==> config.mk <==
export PLATFORM = sky130hd
export DESIGN_NAME = vr_loc_quant
export DESIGN_NICKNAME = d
export VERILOG_FILES = /design/src/rtl/vr_pkg.sv /design/src/rtl/vr_hyst_dec.sv /design/src/rtl/vr_loc_quant.sv
export SDC_FILE = /design/constraint.sdc
export NUM_CORES = 1
export LEC_CHECK = 0
export ABC_CLOCK_PERIOD_IN_PS = 3200
export BUFFER_PORTS_ARGS = -buffer_cell sky130_fd_sc_hd__buf_4
export CORE_MARGIN = 10
export CORE_UTILIZATION = 45
export CTS_BUF_LIST = sky130_fd_sc_hd__clkbuf_2
export CTS_CLUSTER_DIAMETER = 30
export DETAILED_ROUTE_END_ITERATION = 12
export PLACE_DENSITY = 0.65
export SYNTH_ARGS = -nofsm -noshare
export SYNTH_HDL_FRONTEND = slang
export SYNTH_HIERARCHICAL = 1
export SYNTH_SLANG_ARGS = --single-unit
==> constraint.sdc <==
create_clock -name CK_i -period 3.2 [get_ports CK_i]
set_input_delay 0.16 -clock CK_i [delete_from_list [all_inputs] [get_ports CK_i]]
set_output_delay 0.16 -clock CK_i [all_outputs]
set_load 0.02 [all_outputs]
==> src/rtl/vr_pkg.sv <==
// rtl/vr_pkg.sv - shared constants and helpers for the VR location path
package vr_pkg;

   localparam int C_LOC_W = 8;

   // Detector location value after reset; quantizers derive their reset position from it.
   localparam logic [C_LOC_W-1:0] C_LOC_MID = 8'h80;

   // Ceiling log2 for small elaboration-time counts.
   function automatic int vr_clog2(input int n);
      int r;
      r = 0;
      while ((1 << r) < n) r++;
      return r;
   endfunction

endpackage

==> src/rtl/vr_hyst_dec.sv <==
// rtl/vr_hyst_dec.sv - per-channel hysteresis band test and step qualification
module vr_hyst_dec
   import vr_pkg::*;
#(
   parameter int C_POS_W  = 3,
   parameter int C_HYST   = 4,
   parameter int C_STABLE = 3
) (
   input  logic [C_LOC_W-1:0] loc,
   input  logic [C_POS_W-1:0] pos,
   input  logic [C_POS_W-1:0] cand,
   input  logic [3:0]         cnt,
   output logic               out_of_band,
   output logic [C_POS_W-1:0] q,
   output logic [3:0]         cnt_nxt,
   output logic               commit_req
);

   localparam int BAND_SH = C_LOC_W - C_POS_W;
   localparam logic signed [9:0] HYST_S  = 10'(C_HYST);
   localparam logic signed [9:0] BAND_M1 = 10'((1 << BAND_SH) - 1);

   // Band edges are signed 10-bit so the lowest band's lower limit can go negative
   // and the highest band's upper limit can exceed 255 without wrapping.
   logic signed [9:0] loc_s;
   logic signed [9:0] lo_s;
   logic signed [9:0] lo_lim;
   logic signed [9:0] hi_lim;
   logic [4:0]        cnt_inc;

   assign loc_s   = $signed({2'b00, loc});
   assign lo_s    = $signed(10'(pos) << BAND_SH);
   assign lo_lim  = lo_s - HYST_S;
   assign hi_lim  = lo_s + BAND_M1 + HYST_S;
   assign out_of_band = (loc_s < lo_lim) || (loc_s > hi_lim);
   assign q       = loc[C_LOC_W-1 -: C_POS_W];
   assign cnt_inc = {1'b0, cnt} + 5'd1;

   // Count consecutive out-of-band scans that agree on the same target step.
   always_comb begin
      cnt_nxt    = 4'd0;
      commit_req = 1'b0;
      if (out_of_band) begin
         if ((q != cand) || (cnt == 4'd0)) begin
            cnt_nxt    = 4'd1;
            commit_req = (C_STABLE == 1);
         end else begin
            cnt_nxt    = cnt_inc[3:0];
            commit_req = (cnt_inc >= 5'(C_STABLE));
         end
      end
   end

endmodule

==> src/rtl/vr_loc_quant.sv <==
// rtl/vr_loc_quant.sv - round-robin hysteresis quantizer with one-entry change event slot
module vr_loc_quant
   import vr_pkg::*;
#(
   parameter int C_CH_N   = 1,
   parameter int C_POS_W  = 3,
   parameter int C_HYST   = 4,
   parameter int C_STABLE = 3,
   localparam int C_CH_W  = (vr_clog2(C_CH_N) > 1) ? vr_clog2(C_CH_N) : 1
) (
   input  logic                        CK_i,
   input  logic                        XARST_i,
   input  logic                        EN_CK_i,
   input  logic [C_CH_N*C_LOC_W-1:0]   LOC_i,
   output logic [C_CH_N*C_POS_W-1:0]   POS_o,
   output logic                        CHG_VLD_o,
   input  logic                        CHG_RDY_i,
   output logic [C_CH_W-1:0]           CHG_CH_o,
   output logic [C_POS_W-1:0]          CHG_POS_o
);

   localparam logic [C_POS_W-1:0] POS_MID = C_LOC_MID[C_LOC_W-1 -: C_POS_W];

   logic [C_POS_W-1:0] pos_r  [C_CH_N];
   logic [C_POS_W-1:0] cand_r [C_CH_N];
   logic [3:0]         cnt_r  [C_CH_N];
   logic [C_CH_W-1:0]  idx_r;

   logic [C_LOC_W-1:0] loc_sel;
   logic [C_POS_W-1:0] pos_sel;
   logic [C_POS_W-1:0] cand_sel;
   logic [3:0]         cnt_sel;

   logic               dec_oob;
   logic [C_POS_W-1:0] dec_q;
   logic [3:0]         dec_cnt_nxt;
   logic               dec_commit;

   logic               slot_ok;
   logic               do_commit;
   logic               blocked;

   // Select the channel under evaluation by the scan index.
   always_comb begin
      loc_sel  = '0;
      pos_sel  = '0;
      cand_sel = '0;
      cnt_sel  = '0;
      for (int k = 0; k < C_CH_N; k++) begin
         if (idx_r == C_CH_W'(k)) begin
            loc_sel  = LOC_i[k*C_LOC_W +: C_LOC_W];
            pos_sel  = pos_r[k];
            cand_sel = cand_r[k];
            cnt_sel  = cnt_r[k];
         end
      end
   end

   vr_hyst_dec #(
      .C_POS_W  (C_POS_W),
      .C_HYST   (C_HYST),
      .C_STABLE (C_STABLE)
   ) u_dec (
      .loc         (loc_sel),
      .pos         (pos_sel),
      .cand        (cand_sel),
      .cnt         (cnt_sel),
      .out_of_band (dec_oob),
      .q           (dec_q),
      .cnt_nxt     (dec_cnt_nxt),
      .commit_req  (dec_commit)
   );

   // A commit may reuse the slot on the same edge it is being drained.
   assign slot_ok   = !CHG_VLD_o || CHG_RDY_i;
   assign do_commit = EN_CK_i && dec_commit && slot_ok;
   assign blocked   = EN_CK_i && dec_commit && !slot_ok;

   // Advance the scanner and update the evaluated channel's position/candidate/counter.
   always_ff @(posedge CK_i or negedge XARST_i) begin
      if (!XARST_i) begin
         idx_r <= '0;
         for (int k = 0; k < C_CH_N; k++) begin
            pos_r[k]  <= POS_MID;
            cand_r[k] <= '0;
            cnt_r[k]  <= '0;
         end
      end else if (EN_CK_i) begin
         idx_r <= (idx_r == C_CH_W'(C_CH_N - 1)) ? '0 : idx_r + 1'b1;
         for (int k = 0; k < C_CH_N; k++) begin
            if (idx_r == C_CH_W'(k)) begin
               if (dec_oob) cand_r[k] <= dec_q;
               if (do_commit) begin
                  pos_r[k] <= dec_q;
                  cnt_r[k] <= '0;
               end else if (blocked) begin
                  // Park one short of the threshold so the next scan retries with the latest q.
                  cnt_r[k] <= 4'(C_STABLE - 1);
               end else begin
                  cnt_r[k] <= dec_cnt_nxt;
               end
            end
         end
      end
   end

   // One-entry event register: load on commit, otherwise clear when accepted.
   always_ff @(posedge CK_i or negedge XARST_i) begin
      if (!XARST_i) begin
         CHG_VLD_o <= 1'b0;
         CHG_CH_o  <= '0;
         CHG_POS_o <= '0;
      end else if (do_commit) begin
         CHG_VLD_o <= 1'b1;
         CHG_CH_o  <= idx_r;
         CHG_POS_o <= dec_q;
      end else if (CHG_VLD_o && CHG_RDY_i) begin
         CHG_VLD_o <= 1'b0;
      end
   end

   // Flatten the committed positions onto the output bus.
   always_comb begin
      POS_o = '0;
      for (int k = 0; k < C_CH_N; k++) begin
         POS_o[k*C_POS_W +: C_POS_W] = pos_r[k];
      end
   end

endmodule

==> results_dict.tcl, run 1 <==
set metrics [dict create \
    via_per_inst 5.04 \
    drive_gt1_share_pct 29.6 \
    power_leakage_nw 0.531 \
    worst_ep_arrival_time_ps 2990 \
    hold_viol_final 0 \
    grt_antenna_before_repair 0 \
    critical_path.reg2reg.startpoint "POS_o[0]$_DFFE_PN0P_" \
    path_clk_slew_ps 120 \
    clock-skew-final_ps 8.88 \
    finalCriticalPeriod_ps 2830 \
    n_antenna_cell 0 \
    placedCellCount 137 \
    max_cap_violations 0 \
    gpl.final_weighted_congestion 0.794 \
    async_flop_share_pct 100 \
    post_cts_resized 0 \
    routed_antenna_nets 0 \
    crit_start "POS_o[0]$_DFFE_PN0P_" \
    post_synth.cell_area_avg_um2 10.1 \
    floorplan.initialDensity_pct 48.2 \
    edff_count_synth 0 \
    finish.instance_area_mm2 0.00113 \
    critical_path.n_buffers_inverters 2 \
    tritoncts.num_buffers 3 \
    num-fill-cells 190 \
    avgRoutedWirePerCell_um 13.3 \
    timing.critical_path.cells "inv_1, ha_1, inv_1, ha_1, a21o_1, a21oi_1, o22ai_1, a31oi_1, a21oi_1, nand2_2, nor2_4, mux2_2" \
    holdCritStartpoint "EN_CK_i" \
    status "completed" \
    grt_first_pass_wirelength_um 3260 \
    fp.dieH_um 66.3 \
    power_density_mw_per_mm2 875 \
    cpPeakStageDelay_ps 480 \
    synth-warning-count 6 \
    global_route.overflow_total 0 \
    totalPowerFinal_mw 0.992 \
    postSynthCellCount 96 \
    timing.setup.critical_path_class "reg2reg" \
    chipWidth_um 66.3 \
    clk_path_buf_depth 2 \
    critical_path_sink_type "register" \
    hold_path_class "in2reg" \
    placement.setup.worst_slack_ps 378 \
    largest_voltage_drop_on_the_vdd_net_mv 0.519 \
    clock_latency_ps 270 \
    timing.critical_path.from_type "register" \
    path_delay_family "compound AO/OA/AOI/OAI gates" \
    final-max-slew-violation-count 0 \
    placeable_core_area_mm2 0.00200 \
    cts-htree-levels 1 \
    critPathMaxFanout 7 \
    design.final.nets 138 \
    synth-seq-cells 14 \
    post_synthesis_to_final_layout_area_growth_pct 17.4 \
    design.die.area_mm2 0.00440 \
    non_filler_instance_count_after_layout 142 \
    setup_viol 0 \
    via_count 716 \
    grt_start_max_net_pins 15 \
    drtPass1Iterations 4 \
    root_buffer "clkbuf_2" \
    synth_flop_cell "dfrtp_1" \
    pin_count 20 \
    rsz0062_at_grt "false" \
    port_buffers 18 \
    grt_pass1_vias 717 \
    remaining_drc_errors 0 \
    worst-endpoint-required_ps 3360 \
    finalSetupTns_ps 0 \
    cp_slowest_cell "dfrtp_1" \
    seq_total_area_yosys_pct 36.4 \
    cts.repair_timing.setup_buffer_count 0 \
    placementRows 16 \
    netlist_area_um2 966 \
    hold_slack_ps 128 \
    cts-hold-fix-buffers 1 \
    syn_nets 118 \
    placed_area_mm2 0.00110 \
    place_hpwl_um 1520 \
    tritoncts "yes" \
    finish.utilization_pct 56.6 \
    setup_ws_ps 369 \
    initial_drc_count 27 \
    grt.total_usage_pct 9.37 \
    route.final.wire_length_um 1890 \
    period_share_pct 88.5 \
    clock_sinks 14 \
    maxClockFrequency_mhz 353 \
    synth_cell_type_count 30 \
]
-- final cells by class --
type / count / area [um^2] / share of cell area, %
Multi-Input combinational cell: 70 / 554 / 48.9
Clock buffer: 3 / 15.0 / 1.32
Timing Repair Buffer: 19 / 145 / 12.8
Tap cell: 27 / 33.8 / 2.98
Sequential cell: 14 / 352 / 31.0
Inverter: 8 / 30.0 / 2.65
Clock inverter: 1 / 3.75 / 0.331
-- synthesized netlist by cell type (2+ instances only) --
master	instances	area, um^2
nand2_1	8	30.0
xor2_1	4	35.0
o211ai_1	2	15.0
nor2_1	5	18.8
nand3_1	3	15.0
xnor2_1	3	26.3
mux2_2	9	101
buf_4	4	30.0
ha_1	10	125
inv_1	8	30.0
dfrtp_1	13	325
o21ai_0	4	20.0
a21oi_1	4	20.0
nor2b_1	3	18.8
-- per-layer routing --
layer	up-vias	track usage, %	routed length [um]
met1	337	10.9	836
met3	2	4.41	123
li1	361	-	-
met4	0	1.83	8
met5	-	0	0
met2	16	15.3	924
-- power breakdown --
group	leakage, nW	switching (mW)	total [mW]	internal [mW]
Combinational	0.342	0.299	0.586	0.286
Sequential	0.175	0.0739	0.327	0.253
Clock	0.0140	0.0526	0.0798	0.0272
Total	0.531	0.426	0.992	0.566
-- cell families (layout without fill, tap and decap cells) --
family / count (synthesis) / in the layout / share of synthesized area (%)
simple gates: 25 / 25 / 13.1
compound gates: 17 / 17 / 13.1
flops: 14 / 14 / 36.4
buf+inv: 12 / 31 / 6.22
fa+ha+maj: 10 / 10 / 13.0
mux: 10 / 10 / 11.5
xor+xnor: 7 / 7 / 6.35
other cells: 1 / 1 / 0.388
-- placed cells by master, fill, tap and decap left out, drive strengths merged, types with 2 or more instances in the layout --
master	n
a21oi	4
buf	18
clkbuf	3
dfrtp	13
ha	10
inv	8
mux2	9
nand2	9
nand3	3
nor2	6
nor2b	3
o211ai	2
o21ai	4
xnor2	3
xor2	4
-- flip-flops by register name, indices dropped and copies added, names as in the netlist --
signal and flops:
CHG_POS_o 3, cand_r 3, CHG_VLD_o 1, cnt_r 4
POS_o 3
-- worst paths after layout --
check / slack (ps) / cells past startpoint / to
worst max register to register: 370 / 12 / CHG_POS_o[1]$_DFFE_PN0P_
worst min-delay path: 130 / 2 / cnt_r[1]$_DFFE_PN0P_
max in group asynchronous: 2700 / 2 / POS_o[2]$_DFFE_PN1P_
min in group asynchronous: 250 / 2 / cnt_r[2]$_DFFE_PN0P_
worst min register to register: 540 / 1 / CHG_POS_o[1]$_DFFE_PN0P_
worst max-delay path: 370 / 12 / CHG_POS_o[1]$_DFFE_PN0P_
No activity file was read; power rests on OpenSTA's default activity.
==> run 2, diff against run 1 <==
--- a/config.mk
+++ b/config.mk
@@ -5,14 +5,14 @@
 export SDC_FILE = /design/constraint.sdc
 export NUM_CORES = 1
 export LEC_CHECK = 0
-export ABC_CLOCK_PERIOD_IN_PS = 3200
+export ABC_CLOCK_PERIOD_IN_PS = 2500
 export BUFFER_PORTS_ARGS = -buffer_cell sky130_fd_sc_hd__buf_4
 export CORE_MARGIN = 10
 export CORE_UTILIZATION = 45
 export CTS_BUF_LIST = sky130_fd_sc_hd__clkbuf_2
 export CTS_CLUSTER_DIAMETER = 30
 export DETAILED_ROUTE_END_ITERATION = 12
-export PLACE_DENSITY = 0.65
+export PLACE_DENSITY = 0.67
 export SYNTH_ARGS = -nofsm -noshare
 export SYNTH_HDL_FRONTEND = slang
 export SYNTH_HIERARCHICAL = 1
==> constraint.sdc (replaced) <==
create_clock -name CK_i -period 2.5 [get_ports CK_i]
set_input_delay 0.125 -clock CK_i [delete_from_list [all_inputs] [get_ports CK_i]]
set_output_delay 0.125 -clock CK_i [all_outputs]
set_load 0.02 [all_outputs]
==> run 2 against run 1 <==
Net effect:
- maximum frequency up 17%
- critical path depth is the same
- cell count rose by 7.0%
- sequential power increased by 28%
- critical path type unchanged
- combinational power is 91% higher
- design area is 17% higher
- die area unchanged
- power is 65% higher
- setup slack worse by 290 ps
- count of clock-buffer cells in the layout unchanged
- flip-flop and latch count did not move
- via count is 6.1% higher
==> results_dict.tcl, run 2 (synthesis gave the netlist of run 1 again) <==
set metrics [dict create \
    placementRows 16 \
    power_density_mw_per_mm2 1240 \
    drtPass1Iterations 4 \
    critical_path.n_buffers_inverters 2 \
    root_buffer "clkbuf_2" \
    cp.depth 12 \
    clock_latency_ps 270 \
    grt.total_usage_pct 10.1 \
    path_delay_family "compound AO/OA/AOI/OAI gates" \
    power_frac_comb_pct 68.1 \
    n_antenna_cell 0 \
    timing.setup.critical_path_class "reg2reg" \
    power_report.internal_total_mw 0.966 \
    fp.dieH_um 66.3 \
    timing.critical_path.from_type "register" \
    p_sw_mw 0.675 \
    critPathMaxFanout 6 \
    globalRoute.busiestLayer "met2" \
    share_clk_of_total_power_pct 6.4 \
    placeable_core_area_mm2 0.00200 \
    finalCriticalPeriod_ps 2430 \
    remaining_drc_errors 0 \
    gpl.final_weighted_congestion 0.736 \
    port_buffers 18 \
    cp_slowest_cell "dfrtp_2" \
    finalSetupTns_ps 0 \
    critical_path.reg2reg.startpoint "POS_o[0]$_DFFE_PN0P_" \
    status "completed" \
    grt_use_met1_pct 11.1 \
    grt_antenna_before_repair 0 \
    crit_end "CHG_POS_o[1]$_DFFE_PN0P_" \
    via_per_inst 5.00 \
    reg_with_most_ffs "cnt_r" \
    hold_path_class "in2reg" \
    tritoncts "yes" \
    grt_pass1_vias 818 \
    avgRoutedWirePerCell_um 14.8 \
    cpPeakStageDelay_ps 410 \
    post_synthesis_to_final_layout_area_growth_pct 37.4 \
    place_hpwl_um 1590 \
    largest_reg_flops 4 \
    hold_viol_final 0 \
    finish.utilization_pct 66.3 \
    via_count 760 \
    p_sw_share_pct 41.1 \
    grt_first_pass_wirelength_um 3590 \
    grt_start_max_net_pins 15 \
    crit_start "POS_o[0]$_DFFE_PN0P_" \
    critical_path_sink_type "register" \
    floorplan.initialDensity_pct 48.2 \
    path_clk_slew_ps 130 \
    clock_sinks 14 \
    design.die.area_mm2 0.00440 \
    design.final.nets 148 \
    tritoncts.num_buffers 3 \
    worst_ep_arrival_time_ps 2590 \
    rsz0062_at_grt "true" \
    power_leakage_nw 0.597 \
    clock-skew-final_ps 6.00 \
    setup_viol 0 \
    crit-reg2reg-capture "CHG_POS_o[1]$_DFFE_PN0P_" \
    sequentialPowerShare_pct 25.4 \
    max_cap_violations 0 \
    drive_gt1_share_pct 49.6 \
    period_share_pct 97.0 \
    final-max-slew-violation-count 0 \
    largest_voltage_drop_on_the_vdd_net_mv 0.783 \
    clk_path_buf_depth 2 \
    maxClockFrequency_mhz 412 \
    pin_count 20 \
    routed_antenna_nets 0 \
    chipWidth_um 66.3 \
    ff_to_ff_setup_slack_ps 70 \
    layout_commonest_cell "buf_4" \
    final_cell_mix "buf_4 (28), dfrtp_1 (11), nand2_1 (8)" \
    met3_usage_pct 2.71 \
    placement.setup.worst_slack_ps -10.6 \
    cell_depth_of_the_worst_flop_to_flop_path 12 \
    route.final.wire_length_um 2260 \
    setup_ws_ps 74.5 \
    timing.critical_path.cells "inv_2, ha_4, inv_4, ha_4, a21o_1, a21oi_2, o22ai_2, a31oi_2, a21oi_2, nand2_2, nor2_4, mux2_4" \
    global_route.overflow_total 0 \
    initial_drc_count 17 \
    worst-endpoint-required_ps 2670 \
    groute.layer.met2.usage_pct 18.3 \
    cts-htree-levels 1 \
    num-fill-cells 163 \
]
==> run 2: changes by cell type in the layout (fill, tap and decap cells not counted), moves of 3 or more <==
cell,previous run,this run
buf_4,18,28
ha_1,10,5
mux2_2,9,4
mux2_4,0,5
ha_4,0,4
inv_1,8,5
==> run 2: stage by stage <==
| stage | power [mW] | cells | hold slack (ps) | instance area [um^2] |
|---|---|---|---|---|
| 2_1_floorplan | 0.971 | 96 | -171 | 972 |
| 3_3_place_gp | 1.19 | 140 | -21.6 | 1130 |
| 3_5_place_dp | 1.21 | 140 | -18.7 | 1130 |
| 4_1_cts | 1.49 | 151 | 52.5 | 1260 |
| 5_1_grt | 1.78 | 152 | 62.2 | 1330 |
| 6_report | 1.64 | 152 | 64.0 | 1330 |
==> run 2: power by group through the flow <==
stage	registers, mW	logic (mW)	clock network, mW
after CTS	0.410	0.970	0.110
final	0.417	1.12	0.105
after global routing	0.427	1.23	0.118
after floorplan	0.469	0.502	0
after detailed placement	0.420	0.793	0
after global placement	0.413	0.779	0
==> run 2: area by class of cell <==
type,count,area [um^2],share of cell area [%]
clock inverters,1,3.75,0.283
clock buffers,3,15.0,1.13
inverters,8,32.5,2.45
multi-input cells,70,668,50.3
flip-flops and latches,14,354,26.7
repair buffers,29,220,16.6
well taps,27,33.8,2.54
==> run 2: metal layers <==
metal	up-vias	part of all wire, %	routed length (um)
met5	-	0	0
met4	0	0.35	8
met3	2	3.5	79
met2	9	53	1190
met1	367	43	980
li1	382	-	-
==> run 2: worst reg2reg max path, delay by kind of cell (launching register included) <==
family          cells  cell delay (ps)
mux                 1              330
flops               1              410
compound gates      5              650
simple gates        2              300
fa+ha+maj           2              540
buf+inv             2              100
==> run 2: repair_timing <==
item                                    4_1_cts  5_1_grt
endpoints found under the setup margin        5       10
hold buffers                                  1        0
endpoints found under the hold margin        14        0
pin swaps                                     8        9
resized for setup                            10       11
cloned                                        0        0
setup buffers                                 6        1
==> run 2: worst min-delay path by stage <==
| stage | from | endpoint | depth (start not counted) | slack (ps) |
|---|---|---|---|---|
| 5_1_grt | EN_CK_i | cnt_r[1]$_DFFE_PN0P_ | 2 | 60 |
| 2_1_floorplan | XARST_i | CHG_POS_o[0]$_DFFE_PN0P_ | 0 | -170 |
| 3_5_place_dp | XARST_i | cnt_r[0]$_DFFE_PN0P_ | 1 | -20 |
| 6_report | EN_CK_i | cnt_r[1]$_DFFE_PN0P_ | 2 | 60 |
| 3_3_place_gp | XARST_i | cnt_r[3]$_DFFE_PN0P_ | 1 | -20 |
| 4_1_cts | EN_CK_i | cnt_r[1]$_DFFE_PN0P_ | 2 | 50 |
